`src/rtl/eth_crc_pkg.sv`:
```
`default_nettype none
// ============================================================================
//  Module      : eth_crc_pkg
//  Description : Shared constants and the per-byte update function for the
//                reflected IEEE 802.3 CRC-32 engine.
//  Revision    : 1.0  initial release
// ============================================================================
package eth_crc_pkg;

    // Reflected form of polynomial 0x04C11DB7
    localparam logic [31:0] CRC32_POLY_REFLECTED = 32'hEDB88320;

    // Un-inverted state left after a frame followed by its own FCS
    localparam logic [31:0] CRC32_RESIDUE = 32'hDEBB20E3;

    // One byte through the LSB-first reflected CRC-32
    function automatic logic [31:0] crc32_byte(input logic [31:0] state,
                                               input logic [7:0]  data);
        logic [31:0] v;
        v = state ^ {24'h000000, data};
        for (int i = 0; i < 8; i++) begin
            v = v[0] ? ((v >> 1) ^ CRC32_POLY_REFLECTED) : (v >> 1);
        end
        return v;
    endfunction

endpackage
`default_nettype wire

```
`src/rtl/crc32_byte_step.sv`:
```
`default_nettype none
// ============================================================================
//  Module      : crc32_byte_step
//  Description : Combinational single-byte CRC-32 step; passes the incoming
//                CRC through untouched when its lane is not enabled.
//  Revision    : 1.0  initial release
// ============================================================================
module crc32_byte_step
    import eth_crc_pkg::*;
(
    input  logic [31:0] crc_in,
    input  logic [7:0]  data_byte,
    input  logic        enable,
    output logic [31:0] crc_out
);

    // Skipped lanes contribute nothing, so a disabled step is a wire
    always_comb begin
        crc_out = crc_in;
        if (enable) begin
            crc_out = crc32_byte(crc_in, data_byte);
        end
    end

endmodule
`default_nettype wire

```
`src/rtl/eth_crc32.sv`:
```
`default_nettype none
// ============================================================================
//  Module      : eth_crc32
//  Description : Running Ethernet CRC-32 over up to SLICE_LENGTH bytes per
//                clock, qualified by a per-lane valid mask. Lane 0 is first
//                on the wire. Optional output inversion and output register.
//  Revision    : 1.0  initial release
// ============================================================================
module eth_crc32
    import eth_crc_pkg::*;
#(
    parameter int          SLICE_LENGTH    = 4,
    parameter logic [31:0] INITIAL_CRC     = 32'hFFFFFFFF,
    parameter int          INVERT_OUTPUT   = 1,
    parameter int          REGISTER_OUTPUT = 0
)(
    input  logic                      clk,
    input  logic                      reset,
    input  logic [8*SLICE_LENGTH-1:0] in_data,
    input  logic [SLICE_LENGTH-1:0]   in_valid,
    output logic [31:0]               out_crc
);

    localparam logic [31:0] c_invert_mask = (INVERT_OUTPUT != 0) ? 32'hFFFFFFFF : 32'h00000000;

    logic [31:0] r_state;
    logic [31:0] w_chain [0:SLICE_LENGTH];
    logic [31:0] w_state_out;

    assign w_chain[0] = r_state;

    // Lanes are folded in ascending order, each step feeding the next
    generate
        for (genvar gi = 0; gi < SLICE_LENGTH; gi++) begin : g_lane
            crc32_byte_step u_step (
                .crc_in    (w_chain[gi]),
                .data_byte (in_data[8*gi +: 8]),
                .enable    (in_valid[gi]),
                .crc_out   (w_chain[gi+1])
            );
        end
    endgenerate

    // Running CRC state; reset wins over any data presented in the same cycle
    always_ff @(posedge clk) begin
        if (reset) begin
            r_state <= INITIAL_CRC;
        end else begin
            r_state <= w_chain[SLICE_LENGTH];
        end
    end

    assign w_state_out = r_state ^ c_invert_mask;

    generate
        if (REGISTER_OUTPUT != 0) begin : g_reg_out
            logic [31:0] r_out;

            // Extra pipeline stage after the state, reloaded on reset as well
            always_ff @(posedge clk) begin
                if (reset) begin
                    r_out <= INITIAL_CRC ^ c_invert_mask;
                end else begin
                    r_out <= w_state_out;
                end
            end

            assign out_crc = r_out;
        end else begin : g_comb_out
            assign out_crc = w_state_out;
        end
    endgenerate

endmodule
`default_nettype wire

```
`config.mk`:
```
export PLATFORM = sky130hd
export DESIGN_NAME = eth_crc32
export DESIGN_NICKNAME = d
export VERILOG_FILES = /design/src/rtl/eth_crc_pkg.sv /design/src/rtl/crc32_byte_step.sv /design/src/rtl/eth_crc32.sv
export SDC_FILE = /design/constraint.sdc
export NUM_CORES = 1
export LEC_CHECK = 0
export ABC_AREA = 1
export BUFFER_PORTS_ARGS = -buffer_cell sky130_fd_sc_hd__buf_2
export CAP_MARGIN = 20
export CORE_ASPECT_RATIO = 0.7
export CORE_MARGIN = 4
export CORE_UTILIZATION = 56
export CTS_BUF_LIST = sky130_fd_sc_hd__clkbuf_8
export CTS_CLUSTER_SIZE = 8
export DETAILED_ROUTE_END_ITERATION = 16
export GPL_TIMING_DRIVEN = 0
export PLACE_DENSITY_LB_ADDON = 0.1
export SYNTH_ARGS = -nofsm -noshare
export SYNTH_HDL_FRONTEND = slang
export SYNTH_SLANG_ARGS = --single-unit
```
`constraint.sdc`:
```
create_clock -name clk -period 5.2 [get_ports clk]
set_clock_uncertainty 0.2 [all_clocks]
set_input_delay 0.78 -clock clk [delete_from_list [all_inputs] [get_ports clk]]
set_output_delay 0.78 -clock clk [all_outputs]
set_load 0.05 [all_outputs]
```
==> run metrics <==
outcome=completed; Seq/Total Area, Yosys=8.03%; post-DP HPWL=28.8 mm; biggest regs=r_state: 32 flops; Largest register FFs=32; port buffer count=68; worst setup path category=primary input to flop; Max Buffers Root-to-Sink=2; clk sinks=32; final wirelength=34.6 mm; CTS Buf Count=5; Async S/R FF share, synth=0%; Synth area leader=nand2_1; Die Wd=151 um; All-Layer GR Usage=between 40% and 50%; crit start category=primary input; Reg clk slew, reported paths=around 60 ps; leading cell type in the layout, fill and taps excluded=nand2_1; die height=approximately 110 um; Synth area leaders=nand2_1 31%, nand3_1 18%, nand2_2 8.4%; Mapped Area=roughly 8000 sq um; Most flops, register=r_state; post-synth top area share=31.0%; # IOs=70; Post-CTS Setup Inserts=0; CP Capture Type=flop; drt initial violations=~1,400; Post-synth EDFFs=0; Max FO, Critical Path=8; TritonRoute pass-1 iters=6; CP arrival=4700 ps; share of cells above drive strength 1=17.9%; syn_nets=1,556; vias per inst=5.87; vias in the first global route=9,096; fin crit share=91.1%; Worst EP required=5170 ps; Seq cells post-synth=32; Inserted Diodes=0; RSZ-0062 raised after global routing=no; antenna violation net count after detailed routing=0; Hold Buf Count CTS=0; P&R area growth vs syn=8.59%; synthesized instance count=roughly 1,500; Placer Congestion=1.09; yosys warns=0; total gr overflow=0; post_cts resized=0; Fmax=0.211 GHz; pin count of the biggest net entering global routing=11; initial core utilization=57.4%; Yosys cell types=40; first-pass GRT wire length=52.1 mm; clock latency on the worst-skew pair=between 200 and 300 ps; Final Hold Fails=0; # rows=36; fin. max-slew vios=0; Hold Crit Class=primary input to flop; Final setup viols=0; Max Cap Violations=0; die area=16,300 sq um; Layout fillers=1,432; Post-synth top flop=dfxtp_1; H-tree levels=2; Mean Syn Cell Area=5.26 sq um; crit path time final=4740 ps; wire per inst=19.4 um; DRC viols=0; vias=10,500; Root Driver=clkbuf_8; initial antenna violation count=0; most frequent cells in the layout=659 x nand2_1, 291 x nand3_1, 118 x inv_1; core area=~14,000 sq um; setup tns final=0 ps; final net count=~1,600; CTS tree=yes; Least-Margin Pin Slew=889 ps; max_slew headroom=40.1%
final cells by class:
cell class / instances / area [sq um] / area share [%]
Clock buffer: 5 / 68.8 / 0.794
Inverter: 138 / 518 / 5.98
Buffer: 37 / 193 / 2.22
Sequential cell: 32 / 641 / 7.39
Tap cell: 190 / 238 / 2.74
Multi-Input combinational cell: 1311 / 6630 / 76.5
Timing Repair Buffer: 68 / 340 / 3.93
Clock inverter: 3 / 38.8 / 0.447
kinds of logic after synthesis:
group	share of synthesized area, %
xor+xnor	11.2
mux	0.125
simple gates	66.9
buf+inv	8.90
compound gates	4.80
flops	8.03
critical path, stage by stage:
cell and delay (ps):
buf_2 110, inv_1 80, nand2_1 80, nand2_2 190, nand2_2 100, nand2_4 120, nand2_1 70, nand3_1 200
nand3_1 120, nand2_2 220, nand3_1 110, nand2_1 210, nand3_1 110, nand3_1 160, nand3_1 110, nand2_2 240
nand2_1 110, nand2_1 170, xor2_1 210, xor2_1 110, o21ai_0 620, nand2_1 150, nand2_1 100, nand2_1 50
nand3_1 90, nand2_1 70
routing by layer:
metal  part of all wire (%)  vias to the layer above  GRT usage [%]
met5                      0                        -              0
met4                    2.9                        0           10.1
met3                     18                       83           17.6
met2                     38                      791           57.9
met1                     41                     4614           61.1
li1                       -                     4978              -
through the flow:
stage	cell area (sq um)	setup slack [ps]	hold WS, ps	std cells	util (%)
floorplan	7980	1700	624	1518	-
global placement	8560	494	861	1776	61.5
detailed placement	8560	481	864	1776	61.5
CTS	8670	765	790	1784	62.3
global route	8670	279	810	1784	62.3
finish	8670	461	818	1784	62.3
worst paths after layout:
check | from | to | slack (ps) | cells after the start
setup / recovery | in_data[2] | r_state[16]$_SDFF_PP1_ | 460 | 26
hold / removal | reset | r_state[7]$_SDFF_PP1_ | 820 | 3
setup reg to reg | r_state[0]$_SDFF_PP1_ | r_state[16]$_SDFF_PP1_ | 630 | 24
hold reg to reg | r_state[20]$_SDFF_PP1_ | r_state[12]$_SDFF_PP1_ | 950 | 9
cell usage after synthesis, types with 3 or more instances:
cell,n
nand2_1,659
nand3_1,291
inv_1,117
nand2_2,107
xor2_1,71
o21ai_0,35
dfxtp_1,32
nand3_2,30
xnor2_1,20
inv_2,19
nand2_4,18
nor2_1,17
buf_2,16
clkbuf_1,11
a21oi_1,9
o21ai_1,8
nand3b_1,7
o211ai_1,7
buf_1,5
buf_6,4
nand4_1,4
xor2_2,4
or2_1,3
or2_2,3
Power is not shown: default switching activity piles up to over one toggle a cycle in this logic, so the estimate is an artifact.
